==> config.mk <==
export PLATFORM = sky130hd
export DESIGN_NAME = manchester_rx_dec_flat
export DESIGN_NICKNAME = d
export VERILOG_FILES = /design/src/rtl/manchester_rx_dec_pkg.sv /design/src/rtl/manchester_rx_dec_if.sv /design/src/rtl/manchester_rx_dec_fifo2.sv /design/src/rtl/manchester_rx_dec.sv /design/src/flat_wrapper.sv
export SDC_FILE = /design/constraint.sdc
export NUM_CORES = 1
export LEC_CHECK = 0
export CORE_AREA = 2 2 90 92
export CTS_BUF_LIST = sky130_fd_sc_hd__clkbuf_4 sky130_fd_sc_hd__clkbuf_8
export CTS_CLUSTER_SIZE = 16
export DETAILED_ROUTE_END_ITERATION = 7
export DIE_AREA = 0 0 92 94
export PLACE_DENSITY = 0.73
export SYNTH_ARGS = -nofsm -noshare
export SYNTH_HDL_FRONTEND = slang
export SYNTH_SLANG_ARGS = --single-unit
export TNS_END_PERCENT = 1
==> constraint.sdc <==
create_clock -name clk -period 2.4 [get_ports clk]
set_input_delay 0.48 -clock clk [delete_from_list [all_inputs] [get_ports clk]]
set_output_delay 0.48 -clock clk [all_outputs]
set_load 0.02 [all_outputs]
==> src/rtl/manchester_rx_dec_pkg.sv <==
// Shared constants and the per-pair Manchester decode used by the receive-path decoder.
package manchester_pkg;

    localparam bit POL_IEEE   = 1'b0;
    localparam bit POL_THOMAS = 1'b1;
    localparam bit ERR_DROP   = 1'b0;
    localparam bit ERR_FLAG   = 1'b1;

    localparam int CNT_W = 16;

    typedef struct packed {
        logic dbit;
        logic illegal;
    } pair_dec_t;

    // 00 and 11 carry no transition; they decode to 0 and raise the illegal flag.
    function automatic pair_dec_t mdec_pair(input logic lo, input logic hi, input logic pol);
        pair_dec_t r;
        r.illegal = ~(lo ^ hi);
        r.dbit    = r.illegal ? 1'b0 : (pol ? hi : lo);
        return r;
    endfunction

endpackage

==> src/rtl/manchester_rx_dec_if.sv <==
// Chip-word input stream and decoded-word output stream of the Manchester decoder.
interface manchester_rx_dec_if #(
    parameter int DATA_W = 8
);
    logic                  s_valid;
    logic                  s_ready;
    logic [2*DATA_W-1:0]   s_chips;
    logic                  m_valid;
    logic                  m_ready;
    logic [DATA_W-1:0]     m_data;
    logic                  m_err;

    modport slave (
        input  s_valid, s_chips, m_ready,
        output s_ready, m_valid, m_data, m_err
    );

    modport master (
        output s_valid, s_chips, m_ready,
        input  s_ready, m_valid, m_data, m_err
    );
endinterface

==> src/rtl/manchester_rx_dec_fifo2.sv <==
// Two-entry output buffer holding {data, err}; head is always presented on dout.
module manchester_fifo2 #(
    parameter int DATA_W = 8
) (
    input  logic              clk,
    input  logic              rst_n,
    input  logic              push,
    input  logic              pop,
    input  logic [DATA_W:0]   din,
    output logic [DATA_W:0]   dout,
    output logic              full,
    output logic              empty,
    output logic [1:0]        count
);
    logic [DATA_W:0] mem [2];
    logic            wr_ptr;
    logic            rd_ptr;
    logic [1:0]      cnt_q;
    logic            do_push;
    logic            do_pop;

    assign full    = (cnt_q == 2'd2);
    assign empty   = (cnt_q == 2'd0);
    assign count   = cnt_q;
    assign do_pop  = pop & ~empty;
    assign do_push = push & (~full | do_pop);
    assign dout    = mem[rd_ptr];

    // Storage is cleared on reset so the output reads zero while idle after reset.
    always_ff @(posedge clk or negedge rst_n) begin
        if (!rst_n) begin
            mem[0] <= '0;
            mem[1] <= '0;
            wr_ptr <= 1'b0;
            rd_ptr <= 1'b0;
            cnt_q  <= 2'd0;
        end else begin
            if (do_push) begin
                mem[wr_ptr] <= din;
                wr_ptr      <= ~wr_ptr;
            end
            if (do_pop)
                rd_ptr <= ~rd_ptr;
            case ({do_push, do_pop})
                2'b10:   cnt_q <= cnt_q + 2'd1;
                2'b01:   cnt_q <= cnt_q - 2'd1;
                default: cnt_q <= cnt_q;
            endcase
        end
    end
endmodule

==> src/rtl/manchester_rx_dec.sv <==
// Streaming Manchester decoder: decode stage D, 2-entry output FIFO, registered s_ready
// and saturating word/error counters.
module manchester_rx_dec
    import manchester_pkg::*;
#(
    parameter int DATA_W   = 8,
    parameter int POLARITY = int'(POL_IEEE),
    parameter int ERR_MODE = int'(ERR_DROP)
) (
    input  logic                 clk,
    input  logic                 rst_n,
    manchester_rx_dec_if.slave   bus,
    input  logic                 cnt_clr,
    output logic [CNT_W-1:0]     word_cnt,
    output logic [CNT_W-1:0]     err_cnt
);
    localparam bit POL_SEL  = (POLARITY == int'(POL_THOMAS));
    localparam bit DROP_ERR = (ERR_MODE == int'(ERR_DROP));

    function automatic logic [CNT_W-1:0] sat_inc(input logic [CNT_W-1:0] v);
        return (&v) ? v : v + 1'b1;
    endfunction

    logic [DATA_W-1:0] dec_data;
    logic              dec_err;
    pair_dec_t         pd;

    logic [DATA_W-1:0] data_p0;
    logic              err_p0;
    logic              vld_p0;

    logic              rdy_q;
    logic              rdy_nxt;
    logic              in_xfer;
    logic              drop_p0;
    logic              d_leave;
    logic              push;
    logic              pop;
    logic              vld_nxt;
    logic [1:0]        occ_nxt;

    logic              fifo_full;
    logic              fifo_empty;
    logic [1:0]        fifo_cnt;
    logic [DATA_W:0]   head_p1;

    always_comb begin
        dec_data = '0;
        dec_err  = 1'b0;
        pd       = '0;
        for (int k = 0; k < DATA_W; k++) begin
            pd          = mdec_pair(bus.s_chips[2*k], bus.s_chips[2*k+1], POL_SEL);
            dec_data[k] = pd.dbit;
            dec_err     = dec_err | pd.illegal;
        end
    end

    assign in_xfer = bus.s_valid & rdy_q;
    assign drop_p0 = DROP_ERR & err_p0;
    assign pop     = ~fifo_empty & bus.m_ready;
    // D empties when its word is dropped or the FIFO has (or is making) room.
    assign d_leave = vld_p0 & (drop_p0 | ~fifo_full | pop);
    assign push    = d_leave & ~drop_p0;
    assign vld_nxt = in_xfer | (vld_p0 & ~d_leave);
    assign occ_nxt = fifo_cnt + {1'b0, push} - {1'b0, pop};
    // Ready is registered, so keep one of the three slots free for the word it may admit.
    assign rdy_nxt = ({1'b0, occ_nxt} + {2'b00, vld_nxt}) <= 3'd2;

    // ---- stage D (p0): decoded word ----
    always_ff @(posedge clk or negedge rst_n) begin
        if (!rst_n)
            vld_p0 <= 1'b0;
        else
            vld_p0 <= vld_nxt;
    end

    always_ff @(posedge clk) begin
        if (in_xfer) begin
            data_p0 <= dec_data;
            err_p0  <= dec_err;
        end
    end

    always_ff @(posedge clk or negedge rst_n) begin
        if (!rst_n)
            rdy_q <= 1'b0;
        else
            rdy_q <= rdy_nxt;
    end

    always_ff @(posedge clk or negedge rst_n) begin
        if (!rst_n) begin
            word_cnt <= '0;
            err_cnt  <= '0;
        end else if (cnt_clr) begin
            word_cnt <= '0;
            err_cnt  <= '0;
        end else begin
            if (in_xfer)
                word_cnt <= sat_inc(word_cnt);
            if (d_leave & err_p0)
                err_cnt <= sat_inc(err_cnt);
        end
    end

    // ---- output FIFO (p1) ----
    manchester_fifo2 #(
        .DATA_W (DATA_W)
    ) u_fifo (
        .clk   (clk),
        .rst_n (rst_n),
        .push  (push),
        .pop   (pop),
        .din   ({data_p0, err_p0}),
        .dout  (head_p1),
        .full  (fifo_full),
        .empty (fifo_empty),
        .count (fifo_cnt)
    );

    assign bus.s_ready = rdy_q;
    assign bus.m_valid = ~fifo_empty;
    assign bus.m_data  = head_p1[DATA_W:1];
    assign bus.m_err   = head_p1[0];
endmodule

==> src/flat_wrapper.sv <==
// flat-port wrapper written by rule: the top's interface ports become plain ports
module manchester_rx_dec_flat import manchester_pkg::*;
#(
    parameter int DATA_W   = 8,
    parameter int POLARITY = int'(POL_IEEE),
    parameter int ERR_MODE = int'(ERR_DROP)
)
  (clk, rst_n, cnt_clr, word_cnt, err_cnt, bus_s_valid, bus_s_chips, bus_m_ready, bus_s_ready, bus_m_valid, bus_m_data, bus_m_err);
  manchester_rx_dec_if #(.DATA_W(DATA_W)) bus_i ();
  input  logic clk;
  input  logic rst_n;
  input  logic cnt_clr;
  output logic [CNT_W-1:0] word_cnt;
  output logic [CNT_W-1:0] err_cnt;
  input wire logic [$bits(bus_i.s_valid)-1:0] bus_s_valid;
  input wire logic [$bits(bus_i.s_chips)-1:0] bus_s_chips;
  input wire logic [$bits(bus_i.m_ready)-1:0] bus_m_ready;
  output wire logic [$bits(bus_i.s_ready)-1:0] bus_s_ready;
  output wire logic [$bits(bus_i.m_valid)-1:0] bus_m_valid;
  output wire logic [$bits(bus_i.m_data)-1:0] bus_m_data;
  output wire logic [$bits(bus_i.m_err)-1:0] bus_m_err;
  assign bus_i.s_valid = bus_s_valid;
  assign bus_i.s_chips = bus_s_chips;
  assign bus_i.m_ready = bus_m_ready;
  assign bus_s_ready = bus_i.s_ready;
  assign bus_m_valid = bus_i.m_valid;
  assign bus_m_data = bus_i.m_data;
  assign bus_m_err = bus_i.m_err;
  manchester_rx_dec #(.DATA_W(DATA_W), .POLARITY(POLARITY), .ERR_MODE(ERR_MODE)) u_core (.clk(clk), .rst_n(rst_n), .bus(bus_i), .cnt_clr(cnt_clr), .word_cnt(word_cnt), .err_cnt(err_cnt));
endmodule
# Word level (Yosys, flattened, before mapping)
# Cells that the tools add are included.
[op_classes]
n_addsub = 7
magnitude_cmp = 4
eq_ne = 5
mux = 13
n_bitwise = 43
reduce_logical = 9
[op_table]
columns = ["operator", "count"]
rows = [
  ["16-bit 2-to-1 mux", 6],
  ["9-bit 2-to-1 mux", 4],
  ["16-bit by 1-bit adder with 16-bit output (second input constant)", 2],
  ["16-bit AND reduction", 2],
  ["18-bit bitwise mux", 1],
  ["1-bit NOT", 14],
  ["1-bit bitwise OR", 11],
  ["9-bit demux with 1-bit select", 1],
  ["1-bit bitwise AND", 8],
  ["1-bit bitwise XOR", 8],
  ["2-bit nonzero test", 3],
  ["2-bit == test (second input constant)", 2],
  ["2-bit >= comparator (second input constant)", 2],
  ["2-bit inequality test (second input constant)", 2],
  ["1-bit NOT with 2-bit output", 2],
  ["2-bit case mux with 2 select lines", 1],
  ["2-bit AND reduction", 2],
  ["2-bit by 1-bit adder with 3-bit output", 1],
  ["3-bit by 2-bit <= comparator with 1-bit output (second input constant)", 1],
  ["2-bit by 1-bit adder with 2-bit output", 1],
  ["2-bit by 1-bit adder with 2-bit output (second input constant)", 1],
  ["2-bit by 1-bit == test with 1-bit output (second input constant)", 1],
  ["2-bit zero test", 1],
  ["2-bit by 1-bit < comparator with 1-bit output (second input constant)", 1],
  ["other kinds (3)", 3],
]
[totals]
regBits = 65
inputBits = 21
output_inout_bits = 43
elab_cells = 99

# Depth between registers and ports, before layout
# Gate-level depths: netlist (run 1).
[depth]
ltp_word = 10
ltp_mapped = 10
ltp_nobuf = 10

# Hierarchy
# A second synthesis (run 1) with hierarchy kept.
[hier_totals]
cells_unflattened = 312
area_unflattened_um2 = 3390.8
[by_module_without_submodules]
columns = ["mod", "n_inst", "cells_each", "area_each_um2", "seq_area_each_um2"]
rows = [
  ["manchester_rx_dec", 1, 246, 2401.1, 1121.1],
  ["manchester_fifo2", 1, 66, 989.7, 550.5],
]

# Worst setup path before layout (run 1)
# No wires, ideal clock.
[synth_timing]
path_type = "input to register"
start = "input port bus_m_ready"
end = "register u_core.rdy_q (netlist: u_core.bus.s_ready)"
setup_ns = 0.127
t_arrival_ns = 2.402
required_time_ns = 2.273
path_slack_ns = -0.130
stages = 10
path_buffers = 0
cell_sequence = "or3b_2 -> nand2b_2 -> ha_1 -> inv_1 -> ha_1 -> xnor2_1 -> xnor2_1 -> ha_1 -> nor3b_1 -> or2_2"
[synth_via]
elab_chain_len = 8
elab_cells_between_ends = 11
cone_classes = "add/sub: 3; order compare: 1; bitwise: 7"
[synth_rtl]
columns = ["element", "line_no", "source"]
rows = [
  ["start, declared", "flat_wrapper.sv:17", "input wire logic [$bits(bus_i.m_ready)-1:0] bus_m_ready;"],
  ["1-bit bitwise AND *", "manchester_rx_dec.sv:60", "assign pop = ~fifo_empty & bus.m_ready;"],
  ["1-bit bitwise OR", "manchester_rx_dec.sv:62", "assign d_leave = vld_p0 & (drop_p0 | ~fifo_full | pop);"],
  ["1-bit bitwise AND", "manchester_rx_dec.sv:62", ""],
  ["1-bit bitwise AND or 1-bit NOT (tied branches)", "manchester_rx_dec.sv:63, manchester_rx_dec.sv:64", ""],
  ["2-bit by 1-bit adder with 2-bit output or 1-bit bitwise AND (tied branches)", "manchester_rx_dec.sv:65, manchester_rx_dec.sv:64", ""],
  ["2-bit by 1-bit subtractor with 2-bit output or 1-bit bitwise OR (tied branches)", "manchester_rx_dec.sv:65, manchester_rx_dec.sv:64", ""],
  ["2-bit by 1-bit adder with 3-bit output *", "manchester_rx_dec.sv:67", "assign rdy_nxt = ({1'b0, occ_nxt} + {2'b00, vld_nxt}) <= 3'd2;"],
  ["3-bit by 2-bit <= comparator with 1-bit output *", "manchester_rx_dec.sv:67", ""],
  ["net u_core.rdy_nxt", "manchester_rx_dec.sv:33", "logic rdy_nxt;"],
  ["end signal, assigned", "manchester_rx_dec.sv:88", "rdy_q <= rdy_nxt;"],
  ["end, declared", "manchester_rx_dec.sv:32", "logic rdy_q;"],
]
# Mark *: on every way through the listed nets, which the timed path passes. The rest lies on a longest branch.
# A chain may end at the register's enable or synchronous reset.

# Worst setup path after layout (run 1)
[layout_timing]
start = "register u_core.u_fifo.cnt_q[0] (netlist: u_core.u_fifo.count[0])"
end = "register u_core.rdy_q (netlist: u_core.bus.s_ready)"
[layout_via]
elab_chain_len = 10
elab_cells_between_ends = 16
cone_classes = "add/sub: 3; order compare: 1; eq/ne: 1; bitwise: 10; reduce/logical: 1"
[layout_rtl]
columns = ["element", "line_no", "source"]
rows = [
  ["start, declared", "manchester_rx_dec_fifo2.sv:18", "logic [1:0] cnt_q;"],
  ["start signal, assigned", "manchester_rx_dec_fifo2.sv:45", "2'b10: cnt_q <= cnt_q + 2'd1;"],
  ["start signal, assigned", "manchester_rx_dec_fifo2.sv:46", "2'b01: cnt_q <= cnt_q - 2'd1;"],
  ["start signal, assigned", "manchester_rx_dec_fifo2.sv:47", "default: cnt_q <= cnt_q;"],
  ["2-bit == test or 2-bit zero test (tied branches)", "manchester_rx_dec_fifo2.sv:22, manchester_rx_dec_fifo2.sv:23", ""],
  ["1-bit NOT (on tied branches)", "manchester_rx_dec.sv:62, manchester_rx_dec.sv:60", ""],
  ["1-bit bitwise OR or 1-bit bitwise AND (tied branches)", "manchester_rx_dec.sv:62, manchester_rx_dec.sv:60", ""],
  ["1-bit bitwise OR", "manchester_rx_dec.sv:62", ""],
  ["1-bit bitwise AND", "manchester_rx_dec.sv:62", ""],
  ["1-bit bitwise AND or 1-bit NOT (tied branches)", "manchester_rx_dec.sv:63, manchester_rx_dec.sv:64", ""],
  ["2-bit by 1-bit adder with 2-bit output or 1-bit bitwise AND (tied branches)", "manchester_rx_dec.sv:65, manchester_rx_dec.sv:64", ""],
  ["2-bit by 1-bit subtractor with 2-bit output or 1-bit bitwise OR (tied branches)", "manchester_rx_dec.sv:65, manchester_rx_dec.sv:64", ""],
  ["2-bit by 1-bit adder with 3-bit output *", "manchester_rx_dec.sv:67", ""],
  ["3-bit by 2-bit <= comparator with 1-bit output *", "manchester_rx_dec.sv:67", ""],
  ["net u_core.rdy_nxt", "manchester_rx_dec.sv:33", ""],
]
# Marks and branches as above.

==> flow_summary.ini, run 1 <==
[sta]
fin_crit_sh = 0.979
rsz0062_at_grt = yes
slew_headroom = 0.593
setup_viol = 0
fmax_mhz = 426
min_period_ns = 2.35
layout_setup_ws_ns = 0.0505
hold_violations = 0
fin_skew_ns = 0.00850
slew_viol_final = 0
tightest_slew_ns = 0.607

[pwr]
p_int_mw = 2.66
p_clk_frac = 0.243
p_leak_nw = 1.82
p_sw_mw = 1.17
power_density_nw_per_um2 = 846
total_power_mw = 3.83
swShare = 0.306
sequentialPowerShare = 0.392
comb_power_share = 0.365
peakVddDrop_uv = 335

[synthesis]
synth-compound-area-share = 0.0917
synth-seq-cells = 65
synth_seq_area_share = 0.492
ys_types = 46
syn-num-nets = 331
syn_area_sq_um = 3400
async_flop_share = 0.862
ys_dominant_reg_cell = dfrtp_1
synthCells = 302
synthMuxAreaShare = 0.0995
synth_top_family_by_area = simple AND/OR/NAND/NOR gates
syn_avg_cell_area_sq_um = 11.2
yosys.area_share.simple = 0.223
synth_xor_area_frac = 0.0413
synth-edff-count = 9
yosysWarnings = 0
synth_adder_area_share = 0.0295

[global_route]
grt_max_degree = 38
first_global_vias = 2569
grt_pass1_wl_microns = 12500
antenna_found_initial = 0
grt_use_total = 0.183
overflow = 0

[setup_path]
path_max_fanout = 3
path_cells = or2_4, and2_4, ha_4, inv_2, ha_4, xnor2_4, xnor2_2, ha_1, nor3b_2, or2_4
crit_type = flop to flop
crit_buf_inv = 1
max_stage_delay_ns = 0.41
cp.arrival_ns = 2.58
critPathSlowestCell = dfrtp_2
path_delay_family = simple AND/OR/NAND/NOR gates
critPathRequiredTime_ns = 2.63
start_kind = flop
cp-end-kind = flop

[cts]
tritoncts = yes
htree_levels = 3
cts_setup_buffers = 0
cts.clk_slew.worst_paths_ns = 0.07
clk_latency_ns = 0.35
numCtsBuffers = 9
cts.sinks = 65
clockBufferDepth = 2
cts_root_buf = clkbuf_8

[placement]
place_congestion = 0.793
place_hpwl_microns = 5280
io_buffers = 63
dp_slack_ns = -0.582

[finish]
final_cell_mix = clkdlybuf4s50_1 (61), dfrtp_1 (54), mux2_2 (30)
multi_input_area_sq_um = 1730
final-seq-area_sq_um = 1670
n_fill_cell = 664
finalNetCount = 414
num_antenna_cells = 0
drive_above_1_share = 0.231
layout-area-overhead-vs-synth_pct = 33.3
final_common_cell = clkdlybuf4s50_1

[floorplan]
die_height_microns = 94
io_pins = 64
die_w_microns = 92
die-area_sq_um = 8650
rows = 32
core_sq_um = 7610
initial_utilization = 0.446

[routing]
first_pass_iters = 4
drt_wl_total_microns = 7480
post_drt_wl_per_cell_microns = 15.2
drtAntennaViolNets = 0
drtIter0Drc = 133
drcViolationCount = 0
route.vias.total = 2631
vias_per_cell = 5.35

[hold_path]
hp-class = input pin to asynchronous set/reset pin

[status]
status = finished clean

[run]
max_cap_viol_count = 0
layer usage:
| metal | up-vias | track usage | routed length (microns) |
|---|---|---|---|
| met5 | - | 0 | 0 |
| met4 | 0 | 0.0560 | 85 |
| met3 | 8 | 0.0457 | 286 |
| met2 | 52 | 0.290 | 3590 |
| met1 | 1271 | 0.249 | 3510 |
| li1 | 1300 | - | - |
power groups by stage:
stage | Clock [mW] | Sequential [mW] | Combinational, mW
after floorplan | 0 | 1.50 | 0.805
after global placement | 0 | 1.51 | 1.28
after detailed placement | 0 | 1.52 | 1.32
after CTS | 0.950 | 1.50 | 1.35
after global routing | 1.00 | 1.53 | 1.53
final | 0.929 | 1.50 | 1.40
logic make-up after synthesis:
kind of cell    Yosys count
simple gates            115
flops                    65
compound gates           51
mux                      30
buf+inv                  17
xor+xnor                 16
fa+ha+maj                 8
state kept, by name (all words and copies together) (netlist names), 2 cells and up:
name / cells
u_core.u_fifo.mem: 18
u_core.err_cnt: 16
u_core.word_cnt: 16
u_core.data_p0: 8
u_core.u_fifo.count: 2
repair_timing:
action                                  CTS  global route
endpoints found under the setup margin    4             1
hold endpoints to repair                  3             0
hold buffers                              1             0
resized for setup                         3             3
pin swaps                                 3             5
gates cloned                              0             0
cell type report:
cell class | instances | area share
repair buffers | 80 | 0.169
multi-input cells | 220 | 0.382
inverters | 9 | 0.00746
well taps | 102 | 0.0282
clock inverters | 6 | 0.0127
clock buffers | 10 | 0.0304
flip-flops and latches | 65 | 0.370
cells in the mapped netlist (all sizes together) (2+ instances only):
cell type  number  area [sq um]
nand2          13          48.8
xnor2          14           123
and3            4          25.0
ha              8           100
and4            8          80.1
nor2b          14          87.6
nand3           8          40.0
mux2           30           338
and2            3          18.8
nor3            5          30.0
or3b            2          17.5
or4            12          90.1
nor2           11          43.8
a21oi          22           110
nand4          10          81.3
nand2b          3          21.3
nor3b           3          22.5
or2             2          12.5
dfrtp          56          1400
nor4            7          58.8
edfxtp          9           270
or3             8          50.1
inv             8          30.0
o31ai          13          97.6
o21ai           9          45.0
clkbuf          4          15.0
xor2            2          17.5
buf             4          30.0
per-stage QoR:
stage	setup TNS [ns]	instances	instance area [sq um]	utilization	hold slack [ns]
detailed placement	-0.582	475	4300	0.565	0.293
finish	0	492	4530	0.595	0.476
global placement	-0.443	475	4300	0.565	0.297
floorplan	0	302	3450	-	0.184
CTS	0	492	4510	0.593	0.466
global route	-0.0258	492	4530	0.595	0.474
path summary, 6_finish.rpt:
kind | slack, ns | endpoint | from | depth (start not counted)
hold reg to reg | 0.49 | u_core.u_fifo.mem[0] | u_core.u_fifo.mem[0] | 1
hold / removal | 0.48 | u_core.u_fifo.mem[2] | rst_n | 2
max in group asynchronous | 1.35 | u_core.word_cnt[10] | rst_n | 3
setup reg to reg | 0.05 | u_core.bus.s_ready | u_core.u_fifo.count[0] | 10
setup / recovery | 0.05 | u_core.bus.s_ready | u_core.u_fifo.count[0] | 10
min in group clk | 0.49 | u_core.u_fifo.mem[0] | u_core.u_fifo.mem[0] | 1
Power figures use the tool's default switching activity.
==> run 2: changes to the inputs <==
CTS_CLUSTER_DIAMETER = 50   (was default)
PLACE_DENSITY = 0.81   (was 0.73)
==> flow_summary.ini, run 2 (same netlist as run 1, synthesis figures left out) <==
[cts]
hold_buffers = 0
numCtsBuffers = 9
cts.clk_slew.worst_paths_ns = 0.07
clk_latency_ns = 0.34
cts_root_buf = clkbuf_8
clockBufferDepth = 2
cts.sinks = 65
tritoncts = yes
htree_levels = 3

[finish]
layout-area-overhead-vs-synth_pct = 33.1
fin_cells = 490
final_cell_mix = clkdlybuf4s50_1 (61), dfrtp_1 (54), mux2_2 (30)
n_fill_cell = 647
drive_above_1_share = 0.227
final_common_cell = clkdlybuf4s50_1
top_regs = u_core.u_fifo.mem (18), u_core.err_cnt (16), u_core.word_cnt (16)
postLayoutCellArea_sq_um = 4520
regMostFlops = u_core.u_fifo.mem
finalNetCount = 412
largest_reg_flops = 18
num_antenna_cells = 0
fin_util = 0.594

[floorplan]
die-area_sq_um = 8650
rows = 32
die_w_microns = 92
initial_utilization = 0.446
core_sq_um = 7610
io_pins = 64
die_height_microns = 94

[routing]
drtAntennaViolNets = 0
route.vias.total = 2683
post_drt_wl_per_cell_microns = 15.1
drt_wl_total_microns = 7420
drtIter0Drc = 97
vias_per_cell = 5.48
first_pass_iters = 4
drcViolationCount = 0

[pwr]
peakVddDrop_uv = 293
power_density_nw_per_um2 = 857
p_clk_frac = 0.257
swShare = 0.293
p_leak_nw = 1.81
total_power_mw = 3.87
p_int_mw = 2.74
comb_power_share = 0.354
sequentialPowerShare = 0.389
p_sw_mw = 1.13

[placement]
place_hpwl_microns = 5300
placed_cells = 473
place_congestion = 0.845
io_buffers = 63
dp_slack_ns = -0.437
dpl_cell_area_sq_um = 4280

[sta]
fin_setup_tns_ns = 0
fmax_mhz = 420
layout_setup_ws_ns = 0.0211
tightest_slew_ns = 0.635
slew_headroom = 0.577
fin_skew_ns = 0.00474
fin_crit_sh = 0.991
setup_viol = 0
slew_viol_final = 0
min_period_ns = 2.38
hold_violations = 0
fin_hold_ws_ns = 0.154
rsz0062_at_grt = yes

[global_route]
grt_max_degree = 32
antenna_found_initial = 0
grt_use_total = 0.179
first_global_vias = 2651
grt_pass1_wl_microns = 12300
overflow = 0

[setup_path]
path_max_fanout = 3
path_delay_family = simple AND/OR/NAND/NOR gates
critPathRequiredTime_ns = 2.63
max_stage_delay_ns = 0.42
cp.arrival_ns = 2.61
start_kind = flop
critPathSlowestCell = dfrtp_2
path_cells = or2_4, and2_4, ha_4, inv_4, ha_4, xnor2_2, xnor2_1, ha_1, nor3b_2, or2_4
crit_buf_inv = 1
crit_type = flop to flop
cp-end-kind = flop

[status]
status = finished clean

[run]
max_cap_viol_count = 0

[hold_path]
hp-class = input pin to asynchronous set/reset pin
run 2: changes by cell type in the layout (fill, tap and decap cells not counted):
| cell | change |
|---|---|
| buf_4 | -1 |
| clkbuf_4 | +1 |
| clkbuf_8 | +3 |
| clkinv_2 | -3 |
| clkinvlp_4 | -1 |
| dlygate4sd3_1 | -1 |
| inv_2 | -1 |
| inv_4 | +1 |
| xnor2_1 | +1 |
| xnor2_4 | -1 |
run 2: worst register-to-register path, stage by stage (launching register included):
cell and delay (ns):
dfrtp_2 0.42, or2_4 0.25, and2_4 0.15, ha_4 0.27, inv_4 0.03, ha_4 0.15
xnor2_2 0.12, xnor2_1 0.23, ha_1 0.28, nor3b_2 0.16, or2_4 0.21
run 2: power groups by stage:
stage	clock (mW)	combinational (mW)	sequential, mW
floorplan	0	0.805	1.50
global route	1.07	1.49	1.54
CTS	1.02	1.32	1.51
global placement	0	1.28	1.51
finish	0.995	1.37	1.51
detailed placement	0	1.32	1.52
run 2: worst paths after layout:
check                      cells after the start               endpoint                    from  slack (ns)
setup / recovery                              10     u_core.bus.s_ready  u_core.u_fifo.count[0]        0.02
hold / removal                                 1  u_core.u_fifo.mem[16]                   rst_n        0.15
setup reg to reg                              10     u_core.bus.s_ready  u_core.u_fifo.count[0]        0.02
hold reg to reg                                1   u_core.u_fifo.mem[0]    u_core.u_fifo.mem[0]        0.48
max in group asynchronous                      2     u_core.word_cnt[7]                   rst_n        1.66
min in group clk                               1   u_core.u_fifo.mem[0]    u_core.u_fifo.mem[0]        0.48
run 2: layer usage:
layer  share of wire  track usage
met5               0            0
met4           0.018       0.0734
met3           0.042       0.0321
met2            0.48        0.300
met1            0.46        0.230
run 2: final cells by class:
class,instances,area [sq um],area share
Multi-Input combinational cell,220,1710,0.378
Sequential cell,65,1670,0.370
Timing Repair Buffer,78,749,0.166
Clock buffer,14,186,0.0413
Tap cell,102,128,0.0282
Inverter,9,36.3,0.00803
Clock inverter,2,35.0,0.00775
run 2: timing repair:
action	4_1_cts	5_1_grt
gates resized for setup	2	3
pin swaps	3	8
setup buffers	0	1
endpoints found under the setup margin	10	1
